[src/rtl/wb_pkg.sv]
// Shared Wishbone widths, decoder FSM states and the default error read data.
package wb_pkg;

    localparam int ADR_W = 32;
    localparam int DAT_W = 32;
    localparam int SEL_W = 4;

    localparam logic [DAT_W-1:0] ERR_DATA_DEFAULT = 32'hDEAD_BEEF;

    typedef enum logic [1:0] {
        IDLE,
        BUSY,
        RESP,
        ERR
    } state_t;

endpackage

[src/rtl/wb_addr_match.sv]
// Combinational priority address matcher: finds the lowest-index slave whose
// masked base equals the masked address.
module wb_addr_match
    import wb_pkg::*;
#(
    parameter int                     NSLV     = 4,
    parameter int                     IDX_W    = (NSLV > 1) ? $clog2(NSLV) : 1,
    parameter logic [NSLV*ADR_W-1:0]  SLV_BASE = {32'h3000_0000, 32'h2000_0000,
                                                  32'h1000_0000, 32'h0000_0000},
    parameter logic [NSLV*ADR_W-1:0]  SLV_MASK = {4{32'hF000_0000}}
) (
    input  logic [ADR_W-1:0] adr,
    output logic             hit,
    output logic [IDX_W-1:0] idx
);

    // Scan from the highest index down so the lowest matching index is the last one written.
    always_comb begin
        hit = 1'b0;
        idx = '0;
        for (int i = NSLV - 1; i >= 0; i--) begin
            if ((adr & SLV_MASK[i*ADR_W +: ADR_W]) == SLV_BASE[i*ADR_W +: ADR_W]) begin
                hit = 1'b1;
                idx = IDX_W'(i);
            end
        end
    end

endmodule

[src/rtl/wb_bus_decoder.sv]
// Single-master to NSLV-slave Wishbone decoder with one cycle of decode
// latency, ack timeout, and error responses for unmapped or silent slaves.
module wb_bus_decoder
    import wb_pkg::*;
#(
    parameter int                     NSLV     = 4,
    parameter logic [NSLV*ADR_W-1:0]  SLV_BASE = {32'h3000_0000, 32'h2000_0000,
                                                  32'h1000_0000, 32'h0000_0000},
    parameter logic [NSLV*ADR_W-1:0]  SLV_MASK = {4{32'hF000_0000}},
    parameter int                     TIMEOUT  = 255,
    parameter logic [DAT_W-1:0]       ERR_DATA = ERR_DATA_DEFAULT
) (
    input  logic                  wb_clk_i,
    input  logic                  wb_rst_i,
    input  logic [ADR_W-1:0]      wbs_adr_i,
    input  logic [DAT_W-1:0]      wbs_dat_i,
    input  logic                  wbs_we_i,
    input  logic [SEL_W-1:0]      wbs_sel_i,
    input  logic                  wbs_stb_i,
    input  logic                  wbs_cyc_i,
    output logic [DAT_W-1:0]      wbs_dat_o,
    output logic                  wbs_ack_o,
    output logic                  wbs_err_o,
    output logic [ADR_W-1:0]      wbm_adr_o,
    output logic [DAT_W-1:0]      wbm_dat_o,
    output logic                  wbm_we_o,
    output logic [SEL_W-1:0]      wbm_sel_o,
    output logic [NSLV-1:0]       wbm_stb_o,
    output logic [NSLV-1:0]       wbm_cyc_o,
    input  logic [NSLV*DAT_W-1:0] wbm_dat_i,
    input  logic [NSLV-1:0]       wbm_ack_i,
    output logic [ADR_W-1:0]      err_adr_o,
    output logic                  err_stb_o
);

    localparam int IDX_W = (NSLV > 1) ? $clog2(NSLV) : 1;

    state_t             state_q, state_d;
    logic [ADR_W-1:0]   adr_q, adr_d;
    logic [DAT_W-1:0]   dat_q, dat_d;
    logic               we_q, we_d;
    logic [SEL_W-1:0]   sel_q, sel_d;
    logic [NSLV-1:0]    cyc_q, cyc_d;
    logic [IDX_W-1:0]   idx_q, idx_d;
    logic [15:0]        cnt_q, cnt_d;
    logic [DAT_W-1:0]   rdat_q, rdat_d;
    logic               ack_q, ack_d;
    logic               err_q, err_d;
    logic [ADR_W-1:0]   err_adr_q, err_adr_d;
    logic               err_stb_q, err_stb_d;

    logic               match_hit;
    logic [IDX_W-1:0]   match_idx;

    wb_addr_match #(
        .NSLV     (NSLV),
        .IDX_W    (IDX_W),
        .SLV_BASE (SLV_BASE),
        .SLV_MASK (SLV_MASK)
    ) u_addr_match (
        .adr (wbs_adr_i),
        .hit (match_hit),
        .idx (match_idx)
    );

    // FSM state register.
    always_ff @(posedge wb_clk_i or posedge wb_rst_i) begin
        if (wb_rst_i) begin
            state_q <= IDLE;
        end else begin
            state_q <= state_d;
        end
    end

    // Latched request, slave strobes, timeout counter and master response registers.
    always_ff @(posedge wb_clk_i or posedge wb_rst_i) begin
        if (wb_rst_i) begin
            adr_q     <= '0;
            dat_q     <= '0;
            we_q      <= 1'b0;
            sel_q     <= '0;
            cyc_q     <= '0;
            idx_q     <= '0;
            cnt_q     <= '0;
            rdat_q    <= '0;
            ack_q     <= 1'b0;
            err_q     <= 1'b0;
            err_adr_q <= '0;
            err_stb_q <= 1'b0;
        end else begin
            adr_q     <= adr_d;
            dat_q     <= dat_d;
            we_q      <= we_d;
            sel_q     <= sel_d;
            cyc_q     <= cyc_d;
            idx_q     <= idx_d;
            cnt_q     <= cnt_d;
            rdat_q    <= rdat_d;
            ack_q     <= ack_d;
            err_q     <= err_d;
            err_adr_q <= err_adr_d;
            err_stb_q <= err_stb_d;
        end
    end

    // Next-state and next-register logic; ack, err and err_stb are single-cycle pulses.
    always_comb begin
        state_d   = state_q;
        adr_d     = adr_q;
        dat_d     = dat_q;
        we_d      = we_q;
        sel_d     = sel_q;
        cyc_d     = cyc_q;
        idx_d     = idx_q;
        cnt_d     = cnt_q;
        rdat_d    = rdat_q;
        ack_d     = 1'b0;
        err_d     = 1'b0;
        err_adr_d = err_adr_q;
        err_stb_d = 1'b0;

        unique case (state_q)
            IDLE: begin
                if (wbs_cyc_i && wbs_stb_i) begin
                    adr_d = wbs_adr_i;
                    dat_d = wbs_dat_i;
                    we_d  = wbs_we_i;
                    // Reads arrive with sel=0, so slaves are shown all lanes enabled.
                    sel_d = wbs_we_i ? wbs_sel_i : {SEL_W{1'b1}};
                    if (match_hit) begin
                        cyc_d   = NSLV'(1) << match_idx;
                        idx_d   = match_idx;
                        cnt_d   = '0;
                        state_d = BUSY;
                    end else begin
                        state_d = ERR;
                    end
                end
            end

            BUSY: begin
                if (!wbs_cyc_i) begin
                    cyc_d   = '0;
                    state_d = IDLE;
                end else if (wbm_ack_i[idx_q]) begin
                    // An ack in the timeout cycle still wins because it is tested first.
                    cyc_d   = '0;
                    rdat_d  = wbm_dat_i[int'(idx_q)*DAT_W +: DAT_W];
                    ack_d   = 1'b1;
                    state_d = RESP;
                end else if (cnt_q == 16'(TIMEOUT - 1)) begin
                    cyc_d   = '0;
                    state_d = ERR;
                end else begin
                    cnt_d = cnt_q + 16'd1;
                end
            end

            ERR: begin
                ack_d     = 1'b1;
                err_d     = 1'b1;
                rdat_d    = ERR_DATA;
                err_adr_d = adr_q;
                err_stb_d = 1'b1;
                state_d   = RESP;
            end

            RESP: begin
                state_d = IDLE;
            end

            default: begin
                cyc_d   = '0;
                state_d = IDLE;
            end
        endcase
    end

    assign wbs_dat_o = rdat_q;
    assign wbs_ack_o = ack_q;
    assign wbs_err_o = err_q;
    assign wbm_adr_o = adr_q;
    assign wbm_dat_o = dat_q;
    assign wbm_we_o  = we_q;
    assign wbm_sel_o = sel_q;
    assign wbm_cyc_o = cyc_q;
    assign wbm_stb_o = cyc_q;
    assign err_adr_o = err_adr_q;
    assign err_stb_o = err_stb_q;

endmodule

[config.mk]
export PLATFORM = sky130hd
export DESIGN_NAME = wb_bus_decoder
export DESIGN_NICKNAME = d
export VERILOG_FILES = /design/src/rtl/wb_pkg.sv /design/src/rtl/wb_addr_match.sv /design/src/rtl/wb_bus_decoder.sv
export SDC_FILE = /design/constraint.sdc
export NUM_CORES = 1
export LEC_CHECK = 0
export ABC_CLOCK_PERIOD_IN_PS = 10850
export CAP_MARGIN = 20
export CORE_AREA = 2 2 135 137
export DETAILED_ROUTE_END_ITERATION = 8
export DIE_AREA = 0 0 137 139
export PLACE_DENSITY_LB_ADDON = 0.3
export SLEW_MARGIN = 10
export SYNTH_ARGS = -nofsm -noshare
export SYNTH_HDL_FRONTEND = slang
export SYNTH_SLANG_ARGS = --single-unit
[constraint.sdc]
create_clock -name wb_clk_i -period 10.85 [get_ports wb_clk_i]
set_input_delay 1.6275 -clock wb_clk_i [delete_from_list [all_inputs] [get_ports wb_clk_i]]
set_output_delay 1.6275 -clock wb_clk_i [all_outputs]
set_load 0.02 [all_outputs]
======== Word level (Yosys, flattened, before mapping) ========
Cells that the tools add are included.
word-level totals
  bits in registers ....................... 159
  input bits .............................. 205
  word-level logic and storage cells ...... 77
cells by class
  $add $sub $neg .......................... 1
  magnitude comparators ................... 1
  equality and inequality tests ........... 14
  shifts and indexed selects .............. 2
  multiplexer cells ....................... 36
  reduce and logical (&&, ||, !) cells .... 11
operator list
  operator                 count
  $shiftx A128 B8 Y32      1
  $mux W16                 5
  $mux W32                 2
  $pmux W32 S2             1
  $logic_not A32 Y1        1
  $pmux W16 S2             1
  $mux W4                  6
  $mux W2                  9
  $add A16 B1 Y16 const B  1
  $eq A16 B8 Y1 const B    1
  $ne A2 B2 Y1 const B     6
  $eq A4 B2 Y1 const B     2
  $mux W1                  8
  $pmux W2 S4              1
  $pmux W4 S2              1
  $reduce_and A3 Y1        2
  $reduce_and A6 Y1        1
  $eq A2 B2 Y1 const B     2
  $eq A4 B1 Y1 const B     1
  $ne A4 B4 Y1 const B     1
  $reduce_and A2 Y1        2
  $reduce_and A4 Y1        1
  $reduce_bool A2 Y1       2
  $shl A1 B2 Y4 const A    1
  other kinds (6)          6

======== Logic depth before layout (Yosys ltp) ========
Gate-level depths: netlist (run 1).
  depth after elaboration ................. 9
  mapped depth ............................ 8

======== Modules after synthesis ========
A second synthesis (run 1) with hierarchy kept.
unflattened totals
  cell total of the unflattened synthesis .. 510
  area, all modules ....................... 7,186.9 µm²
by module, submodules not included
  module          instances  cells an instance  area each (µm²)  seq. area each (µm²)
  wb_bus_decoder  1          507                7,168.1          3,978.8
  wb_addr_match   1          3                  18.8             0.0

======== Worst setup path after synthesis (run 1) ========
OpenSTA, ideal clock, no wires.
  kind .................................... input-to-reg
  start ................................... input wbm_ack_i[3]
  end ..................................... register rdat_q[10], in the netlist wbs_dat_o[10]
  setup time .............................. 121 ps
  arrival time ............................ 2,919 ps
  data required time ...................... 10,729 ps
  setup slack ............................. 7,810 ps
  stages .................................. 7
  path through ............................ mux4_2 > buf_6 > and3_4 > nor2_8 > inv_4 > buf_6 > o22a_1
on the way
  word-level cells in the longest chain between the ends .. 4
ends and longest elaborated chain
  element                             line                   RTL
  start, declared                     wb_bus_decoder.sv:31   input logic [NSLV-1:0] wbm_ack_i,
  $bmux W1 S2                         wb_bus_decoder.sv:145  end else if (wbm_ack_i[idx_q]) begin
  $mux W1 (not written as such)       wb_bus_decoder.sv:145
  $ne A2 B2 Y1 (no source line)       -
  $reduce_and A3 Y1 (no source line)  -
  end signal, assigned                wb_bus_decoder.sv:98   rdat_q <= rdat_d;
  end, declared                       wb_bus_decoder.sv:46   logic [DAT_W-1:0] rdat_q, rdat_d;
No other way between the ends. The select of a mux whose other input is x is not followed.
A chain may end at the register's enable or synchronous reset.

======== Final worst setup path (run 1) ========
  start ................................... input wbs_cyc_i
  end ..................................... register cnt_q[10]
on the way
  word-level cells in the longest chain between the ends .. 3
ends and longest elaborated chain
  element                                 line                   RTL
  start, declared                         wb_bus_decoder.sv:20   input logic wbs_cyc_i,
  $logic_and A1 B1 Y1                     wb_bus_decoder.sv:124  if (wbs_cyc_i && wbs_stb_i) begin
  $ne A2 B2 Y1 (no source line)           -
  $reduce_and A6 Y1 (no source line) (*)  -
  end signal, assigned                    wb_bus_decoder.sv:97   cnt_q <= cnt_d;
  end, declared                           wb_bus_decoder.sv:45   logic [15:0] cnt_q, cnt_d;
Every way passes the cells marked *; elsewhere a longest branch is shown, timed or not.

==> results of run 1 <==
==> where the power goes <==
group | switching [mW] | internal (mW) | total, mW
Sequential | 0.130 | 0.793 | 0.924
Clock | 0.255 | 0.326 | 0.581
Combinational | 0.569 | 0.584 | 1.15
==> worst max-delay path, delay by kind of cell <==
family                 cells  cell delay (ns)
AO/OA/AOI/OAI              2             1.00
buffers and inverters      1             0.66
AND/OR/NAND/NOR            2             0.60
==> cell type report <==
type	count	area [sq um]	area share
tap	229	287	0.0249
sequential	159	3980	0.345
multi-input combinational	449	3080	0.267
antenna	2	5.00	0.000434
inverter	17	71.3	0.00619
clock buffer	18	439	0.0381
clock inverter	13	128	0.0111
timing repair buffer	354	3540	0.307
==> cells by family (layout without fill, tap and decap cells) <==
| logic type | Yosys count | count (layout) |
|---|---|---|
| AO/OA/AOI/OAI | 70 | 70 |
| adder cells (fa/ha/maj) | 2 | 2 |
| buffers and inverters | 64 | 402 |
| flip-flops | 159 | 159 |
| multiplexers | 66 | 66 |
| other | 0 | 2 |
| AND/OR/NAND/NOR | 311 | 311 |
==> layer usage <==
layer  track usage  vias to the layer above
met1         0.292                     3204
li1              -                     2995
met2         0.424                      317
met3        0.0859                       45
met5             0                        -
met4         0.105                        0
==> flip-flops by register name (all words and copies together) (netlist names) <==
| register | cells |
|---|---|
| wbm_we_o | 1 |
| wbm_sel_o | 4 |
| wbs_dat_o | 32 |
| idx_q | 2 |
| err_stb_o | 1 |
| wbs_ack_o | 1 |
| cnt_q | 16 |
| wbm_adr_o | 32 |
| wbm_dat_o | 32 |
| err_adr_o | 32 |
| state_q | 2 |
| wbm_cyc_o | 4 |
==> how the worst max path moves through the flow <==
stage / to / slack (ns) / depth (start not counted)
5_1_grt: cnt_q[10]$_DFFE_PP0P_ / 7.09 / 5
2_1_floorplan: cnt_q[0]$_DFFE_PP0P_ / 4.93 / 1
3_3_place_gp: cnt_q[11]$_DFFE_PP0P_ / 6.32 / 5
4_1_cts: cnt_q[11]$_DFFE_PP0P_ / 6.73 / 5
3_5_place_dp: cnt_q[11]$_DFFE_PP0P_ / 6.27 / 5
6_report: cnt_q[10]$_DFFE_PP0P_ / 7.25 / 5
==> cells in the final DEF (no fill, tap or decap), types with 7 or more instances in the layout <==
cell type	instances
clkdlybuf4s50_1	348
nand2_1	238
dfrtp_1	158
mux4_2	33
mux2_2	32
nand3_1	18
clkbuf_16	17
inv_1	14
nor2_1	14
o22a_1	13
a22o_1	8
nor3_1	8
a31oi_1	7
==> impl_metrics.csv, run 1 <==
group,metric,value,unit
sta,fin_crit_sh,0.332,
hold_path,hold_class,"flip-flop to flip-flop",
worst_setup_path,crit_start,"wbs_cyc_i",
die,start_util,0.414,
detailed_routing,topRoutingLayerUsed,"met4",
logic_synthesis,synth_edf_count,0,
layout,final_core_util,0.653,
worst_setup_path,worstPathRequired,11.16,ns
logic_synthesis,synth_top_family_by_area,"simple AND/OR/NAND/NOR gates",
sta,fin_tns_setup,0,ns
worst_setup_path,r2r_setup_slack,8.28,ns
power,p_leak,4.96,nW
place,placedCellCount,1207,
logic_synthesis,synth_compound_area_frac,0.0790,
detailed_routing,vias,6561,
place,dpl-instance-area,10900,sq um
grt,grt_first_pass_wirelength,36900,microns
hold_path,min_to,"wbm_dat_o[25]$_DFFE_PP0P_",
die,ios,349,
logic_synthesis,synth.top_cell.area_share,0.544,
worst_setup_path,critPathLaunchType,"input pin",
detailed_routing,ant_nets,0,
logic_synthesis,synthDistinctLibCells,60,
detailed_routing,wl_met2,11700,microns
sta,setup_viol,0,
sta,max_freq,278,MHz
detailed_routing,drt_iter0_markers,339,
detailed_routing,wl,23900,microns
worst_setup_path,r2r_start,"state_q[0]$_DFFE_PP0P_",
layout,area_growth,57.6,%
logic_synthesis,synth_top_area_cell,"dfrtp_1",
detailed_routing,route.met3.wl,2480,microns
logic_synthesis,synth.area.mux_share,0.152,
worst_setup_path,path_cells,"clkdlybuf4s50_1, nand3b_1, a41oi_2, nand2_2, o41ai_1",
layout,final_cells,1241,
logic_synthesis,synth_cells,672,
sta,clock_skew,0.00932,ns
logic_synthesis,synth.area.top_cells,"dfrtp_1 54%, nand2_1 12%, mux4_2 10%, mux2_2 4.9%, o22a_1 1.6%",
layout,fin_area,11500,sq um
sta,layout_setup_ws,7.25,ns
clocking,cts_made_buffers,17,
die,die_h,139,microns
worst_setup_path,slowest_stage,"clkdlybuf4s50_1",
sta,drv_slew,0,
grt,grt_antenna_before_repair,2,
die,rows,49,
clocking,cts_tree,"built",
power,power.total,2.66,mW
logic_synthesis,syn-num-nets,879,
logic_synthesis,netlist_area,7320,sq um
clocking,post_cts_buffers,0,
detailed_routing,avgViaCountPerCell,5.29,
layout,drive_gt1_frac,0.112,
sta,hold_slack,0.470,ns
logic_synthesis,dominantRegCellSynth,"dfrtp_1",
logic_synthesis,yosysMostFrequentCell,"nand2_1",
outcome,status,"finished clean",
worst_setup_path,cpPeakStageDelay,0.66,ns
logic_synthesis,ys_top_cells_by_count,"238 x nand2_1, 159 x dfrtp_1, 33 x mux4_2",
detailed_routing,wl_per_cell,19.3,microns
power,power_density,231,nW/um^2
worst_setup_path,crit_arrival,3.91,ns
clocking,cts-root-buf,"clkbuf_16",
detailed_routing,wirelength_met1,8970,microns
logic_synthesis,ys_ff_latch,159,
clocking,ctsResizeCount,0,
logic_synthesis,synth-xor-area-share,0,
sta,maxSlewHeadroom,0.398,
die,die_w,137,microns
logic_synthesis,syn_avg_cell_area,10.9,sq um
worst_setup_path,reg2reg_to,"wbs_dat_o[15]$_DFFE_PP0P_",
flow_run,max_cap_violations,0,
sta,hold_violations,0,
sta,min_period,3.60,ns
place,dp_hpwl,17300,microns
hold_path,hp-start,"wbm_dat_o[25]$_DFFE_PP0P_",
clocking,clkTransAtPathRegs,0.06,ns
sta,tightestPinTransition,0.904,ns
logic_synthesis,yosys.area_share.simple,0.181,
detailed_routing,dr.pass1.iters,5,
worst_setup_path,crit_path_end_kind,"flip-flop",
power,ir_drop,0.125,mV
layout,fill_cells,1396,
detailed_routing,post-route-drc-count,0,
die,core_area,17700,sq um
worst_setup_path,path_max_fanout,10,
clocking,htree_levels,4,
worst_setup_path,reg2reg_depth,6,
clocking,hold_buffers,0,
clocking,cts.sinks,159,
grt,grt-ovfl-total,0,
place,pre_cts_ws,6.27,ns
layout,num-nets-final,1205,
worst_setup_path,path_class,"input pin to flip-flop",
place,port_buffers,348,
place,globalplace.congestion,0.857,
logic_synthesis,ys_seq_area_frac,0.544,
logic_synthesis,synth-adder-area-share,0.00342,
clocking,clkLatencyLatePin,0.43,ns
logic_synthesis,async_reset_ff_frac,1.00,
clocking,clockBufferDepth,2,
grt,grt_usage,0.252,
grt,grt_max_degree,89,
logic_synthesis,yosysWarningCount,0,
hold_path,min_path_cells,2,
grt,grt_pass1_vias,6806,
sta,rsz0062_at_grt,"false",
die,dieArea,19000,sq um
(Power assumes the default switching activity.)
==> inputs of run 2 (changes only) <==
--- a/config.mk
+++ b/config.mk
@@ -5,11 +5,11 @@
 export SDC_FILE = /design/constraint.sdc
 export NUM_CORES = 1
 export LEC_CHECK = 0
-export ABC_CLOCK_PERIOD_IN_PS = 10850
+export ABC_CLOCK_PERIOD_IN_PS = 3360
 export CAP_MARGIN = 20
-export CORE_AREA = 2 2 135 137
+export CORE_ASPECT_RATIO = 1.1
+export CORE_UTILIZATION = 41
 export DETAILED_ROUTE_END_ITERATION = 8
-export DIE_AREA = 0 0 137 139
 export PLACE_DENSITY_LB_ADDON = 0.3
 export SLEW_MARGIN = 10
 export SYNTH_ARGS = -nofsm -noshare
==> constraint.sdc (replaced) <==
create_clock -name wb_clk_i -period 3.36 [get_ports wb_clk_i]
set_input_delay 0.504 -clock wb_clk_i [delete_from_list [all_inputs] [get_ports wb_clk_i]]
set_output_delay 0.504 -clock wb_clk_i [all_outputs]
set_load 0.02 [all_outputs]
==> impl_metrics.csv, run 2 (synthesis results as in run 1) <==
group,metric,value,unit
layout,final_core_util,0.672,
power,switching_share,0.353,
clocking,post_cts_buffers,0,
clocking,hold_buffers,0,
sta,setup_viol,0,
clocking,clkTransAtPathRegs,0.07,ns
power,p_leak,4.99,nW
die,dieArea,18400,sq um
worst_setup_path,path_cells,"inv_1, ha_1, nor4b_1, a41oi_2, buf_4, a211oi_2, o32ai_1",
power,combPwrFrac,0.425,
power,power.total,8.78,mW
sta,fin_tns_setup,0,ns
detailed_routing,drt_iter0_markers,296,
worst_setup_path,reg2reg_to,"wbm_cyc_o[0]$_DFFE_PP0P_",
worst_setup_path,reg2reg_depth,7,
sta,drv_slew,0,
die,ios,349,
power,ir_drop,0.573,mV
hold_path,hold_class,"flip-flop to flip-flop",
layout,fill_cells,1374,
grt,grt_max_degree,160,
worst_setup_path,critPathLaunchType,"flip-flop",
clocking,cts.sinks,159,
grt,grt_antenna_before_repair,1,
die,core_area,17300,sq um
power,p_sw,3.10,mW
place,port_buffers,348,
place,dp_hpwl,17500,microns
power,p_seq_frac,0.341,
clocking,clockBufferDepth,2,
clocking,clkLatencyLatePin,0.43,ns
clocking,cts_tree,"built",
detailed_routing,vias,6551,
sta,hold_violations,0,
layout,most-common-layout-cells,"348 x clkdlybuf4s50_1, 238 x nand2_1, 158 x dfrtp_1",
flow_run,max_cap_violations,0,
detailed_routing,avgViaCountPerCell,5.25,
worst_setup_path,crit_start,"cnt_q[0]$_DFFE_PP0P_",
worst_setup_path,r2r_start,"cnt_q[0]$_DFFE_PP0P_",
die,die_h,142,microns
layout,drive_gt1_frac,0.113,
clocking,htree_levels,4,
detailed_routing,ant_nets,0,
detailed_routing,dr.pass1.iters,4,
worst_setup_path,slowest_stage,"nor4b_1",
detailed_routing,wl_per_cell,19.2,microns
power,p_int,5.68,mW
die,die_w,129,microns
sta,clock_skew,0.0135,ns
clocking,cts_made_buffers,17,
worst_setup_path,cpPeakStageDelay,0.50,ns
detailed_routing,post-route-drc-count,0,
power,power_density,757,nW/um^2
sta,rsz0062_at_grt,"false",
worst_setup_path,crit_arrival,2.58,ns
layout,area_growth,58.5,%
clocking,cts-root-buf,"clkbuf_16",
worst_setup_path,crit_path_end_kind,"flip-flop",
die,start_util,0.424,
layout,mostFrequentLayoutCell,"clkdlybuf4s50_1",
sta,fin_crit_sh,0.680,
worst_setup_path,endpoint,"wbm_cyc_o[0]$_DFFE_PP0P_",
sta,hold_slack,0.474,ns
power,clockPowerShare,0.234,
grt,grt-ovfl-total,0,
worst_setup_path,worstPathRequired,3.65,ns
worst_setup_path,path_max_fanout,9,
grt,grt_pass1_vias,6549,
clocking,ctsResizeCount,0,
grt,grt_usage,0.267,
sta,maxSlewHeadroom,0.418,
sta,max_freq,438,MHz
sta,min_period,2.29,ns
detailed_routing,wl,23900,microns
outcome,status,"finished clean",
layout,num-nets-final,1206,
worst_setup_path,path_class,"flip-flop to flip-flop",
grt,grt_first_pass_wirelength,36700,microns
place,globalplace.congestion,0.873,
worst_setup_path,r2r_setup_slack,1.07,ns
die,rows,50,
sta,tightestPinTransition,0.873,ns
==> run 2: area by class of cell <==
cell class / instances / area [sq um] / share of cell area
diodes: 1 / 2.50 / 0.000216
clock buffers: 20 / 457 / 0.0394
clock inverters: 12 / 170 / 0.0147
inverters: 17 / 70.1 / 0.00604
multi-input cells: 449 / 3080 / 0.265
flip-flops and latches: 159 / 3980 / 0.343
well taps: 234 / 293 / 0.0252
repair buffers: 355 / 3550 / 0.306
==> run 2: stage by stage <==
step,std cells,area (sq um),setup WS [ns]
detailed placement,1214,11000,0.733
floorplan,672,7320,0.841
global placement,1214,11000,0.851
CTS,1246,11600,1.10
finish,1247,11600,1.07
global route,1247,11600,0.887
==> run 2: routing by layer <==
layer / share of wire / track usage
met5: 0 / 0
met4: 0.037 / 0.136
met3: 0.10 / 0.0977
met2: 0.49 / 0.432
met1: 0.38 / 0.312
==> run 2: power groups by stage <==
| stage | sequential, mW | combinational, mW | clock (mW) |
|---|---|---|---|
| 6_report | 3.00 | 3.73 | 2.05 |
| 5_1_grt | 3.08 | 3.96 | 2.18 |
| 4_1_cts | 3.00 | 3.77 | 2.09 |
| 3_5_place_dp | 3.02 | 3.75 | 0 |
| 3_3_place_gp | 3.00 | 3.71 | 0 |
| 2_1_floorplan | 3.70 | 1.14 | 0 |
==> run 2: how the worst min path moves through the flow <==
stage	start	endpoint	depth (start not counted)
after global placement	wbm_dat_o[14]$_DFFE_PP0P_	wbm_dat_o[14]$_DFFE_PP0P_	2
after global routing	wbm_dat_o[8]$_DFFE_PP0P_	wbm_dat_o[8]$_DFFE_PP0P_	2
after floorplan	cnt_q[2]$_DFFE_PP0P_	cnt_q[2]$_DFFE_PP0P_	1
final	wbm_dat_o[22]$_DFFE_PP0P_	wbm_dat_o[22]$_DFFE_PP0P_	2
after detailed placement	wbm_dat_o[1]$_DFFE_PP0P_	wbm_dat_o[1]$_DFFE_PP0P_	2
after CTS	wbm_dat_o[22]$_DFFE_PP0P_	wbm_dat_o[22]$_DFFE_PP0P_	2
==> run 2: critical path, delay by kind of cell, from the launching register on <==
| kind | cells | cell delay, ns |
|---|---|---|
| AO/OA/AOI/OAI | 3 | 0.72 |
| adder cells (fa/ha/maj) | 1 | 0.16 |
| buffers and inverters | 2 | 0.32 |
| flip-flops | 1 | 0.45 |
| AND/OR/NAND/NOR | 1 | 0.50 |
==> inputs of run 3 (changes only) <==
--- a/config.mk
+++ b/config.mk
@@ -5,7 +5,7 @@
 export SDC_FILE = /design/constraint.sdc
 export NUM_CORES = 1
 export LEC_CHECK = 0
-export ABC_CLOCK_PERIOD_IN_PS = 3360
+export ABC_CLOCK_PERIOD_IN_PS = 2300
 export CAP_MARGIN = 20
 export CORE_ASPECT_RATIO = 1.1
 export CORE_UTILIZATION = 41
==> constraint.sdc (replaced) <==
create_clock -name wb_clk_i -period 2.3 [get_ports wb_clk_i]
set_input_delay 0.345 -clock wb_clk_i [delete_from_list [all_inputs] [get_ports wb_clk_i]]
set_output_delay 0.345 -clock wb_clk_i [all_outputs]
set_load 0.02 [all_outputs]
==> impl_metrics.csv, run 3 (synthesis results as in run 1) <==
group,metric,value,unit
outcome,status,"finished clean",
worst_setup_path,worstPathRequired,2.58,ns
clocking,hold_buffers,0,
sta,maxSlewHeadroom,0.578,
die,start_util,0.424,
detailed_routing,dr.pass1.iters,5,
place,dpl-instance-area,11200,sq um
place,pre_cts_ws,0.0243,ns
power,power_density,1060,nW/um^2
sta,layout_setup_ws,0.109,ns
worst_setup_path,reg2reg_depth,5,
worst_setup_path,crit_path_end_kind,"flip-flop",
die,core_area,17300,sq um
layout,most-common-layout-cells,"348 x clkdlybuf4s50_1, 238 x nand2_1, 158 x dfrtp_1",
sta,min_period,2.19,ns
power,p_leak,5.11,nW
grt,grt_antenna_before_repair,1,
grt,grt_first_pass_wirelength,36400,microns
layout,fin_area,11800,sq um
detailed_routing,post-route-drc-count,0,
worst_setup_path,crit_start,"cnt_q[2]$_DFFE_PP0P_",
sta,hold_violations,0,
layout,mostFrequentLayoutCell,"clkdlybuf4s50_1",
hold_path,hold_class,"input pin to async pin",
flow_run,max_cap_violations,0,
sta,hold_slack,0.353,ns
grt,grt_pass1_vias,6669,
clocking,ctsResizeCount,0,
worst_setup_path,critPathLaunchType,"flip-flop",
place,globalplace.congestion,0.862,
worst_setup_path,r2r_start,"cnt_q[2]$_DFFE_PP0P_",
clocking,cts-root-buf,"clkbuf_16",
clocking,clockBufferDepth,2,
clocking,post_cts_buffers,0,
layout,multi_input_area,3080,sq um
sta,max_freq,456,MHz
detailed_routing,wl_per_cell,18.8,microns
worst_setup_path,crit_arrival,2.47,ns
sta,clock_skew,0.00476,ns
sta,tightestPinTransition,0.625,ns
worst_setup_path,path_class,"flip-flop to flip-flop",
grt,grt-ovfl-total,0,
sta,rsz0062_at_grt,"false",
clocking,cts_made_buffers,17,
worst_setup_path,r2r_setup_slack,0.11,ns
power,ir_drop,0.700,mV
clocking,cts_tree,"built",
layout,fill_cells,1333,
layout,final-seq-area,3980,sq um
worst_setup_path,reg2reg_to,"wbm_cyc_o[0]$_DFFE_PP0P_",
detailed_routing,wl,24000,microns
grt,grt_max_degree,57,
sta,drv_slew,0,
clocking,cts.sinks,159,
sta,setup_viol,0,
sta,fin_crit_sh,0.953,
place,dp_hpwl,18400,microns
layout,final_core_util,0.683,
layout,area_growth,61.1,%
layout,num-nets-final,1234,
die,rows,50,
layout,drive_gt1_frac,0.138,
detailed_routing,avgViaCountPerCell,5.16,
die,die_h,142,microns
clocking,clkLatencyLatePin,0.42,ns
place,port_buffers,348,
die,die_w,129,microns
clocking,clkTransAtPathRegs,0.06,ns
die,ios,349,
clocking,htree_levels,4,
detailed_routing,vias,6582,
grt,grt_usage,0.264,
worst_setup_path,path_max_fanout,9,
detailed_routing,ant_nets,0,
die,dieArea,18400,sq um
detailed_routing,drt_iter0_markers,319,
## run 3: how the worst max path moves through the flow
stage	slack (ns)	depth (start not counted)	to
2_1_floorplan	-0.06	1	cnt_q[0]$_DFFE_PP0P_
3_3_place_gp	0.07	6	wbs_dat_o[13]$_DFFE_PP0P_
3_5_place_dp	0.02	6	wbs_dat_o[21]$_DFFE_PP0P_
4_1_cts	0.15	5	wbm_cyc_o[0]$_DFFE_PP0P_
5_1_grt	0.01	5	wbm_cyc_o[0]$_DFFE_PP0P_
6_report	0.11	5	wbm_cyc_o[0]$_DFFE_PP0P_
## run 3: routing by layer
metal	GRT usage	share of wire
met4	0.118	0.034
met2	0.449	0.50
met3	0.0936	0.10
met1	0.296	0.36
met5	0	0
## run 3: final cells by class
cell class / count / area share
clock buffer: 19 / 0.0384
antenna: 1 / 0.000212
inverter: 17 / 0.00595
sequential: 159 / 0.338
tap: 234 / 0.0248
clock inverter: 13 / 0.00871
multi-input combinational: 449 / 0.261
timing repair buffer: 383 / 0.323
## run 3: power breakdown
part	switching, mW	internal [mW]
clock	1.18	1.46
combinational	2.71	2.81
sequential	0.616	3.74
## run 3: worst max-delay path: stages (launching register included)
cell	delay, ns
dfrtp_1	0.46
nor4bb_1	0.61
a41oi_2	0.23
buf_4	0.23
a211oi_2	0.38
o32ai_1	0.15
## run 3: stage by stage
step / setup TNS [ns] / total power, mW / instances
6_report: 0 / 12.5 / 1275
3_5_place_dp: 0 / 9.95 / 1242
2_1_floorplan: -9.52 / 7.08 / 672
3_3_place_gp: 0 / 9.86 / 1242
4_1_cts: 0 / 12.6 / 1274
5_1_grt: 0 / 13.1 / 1275
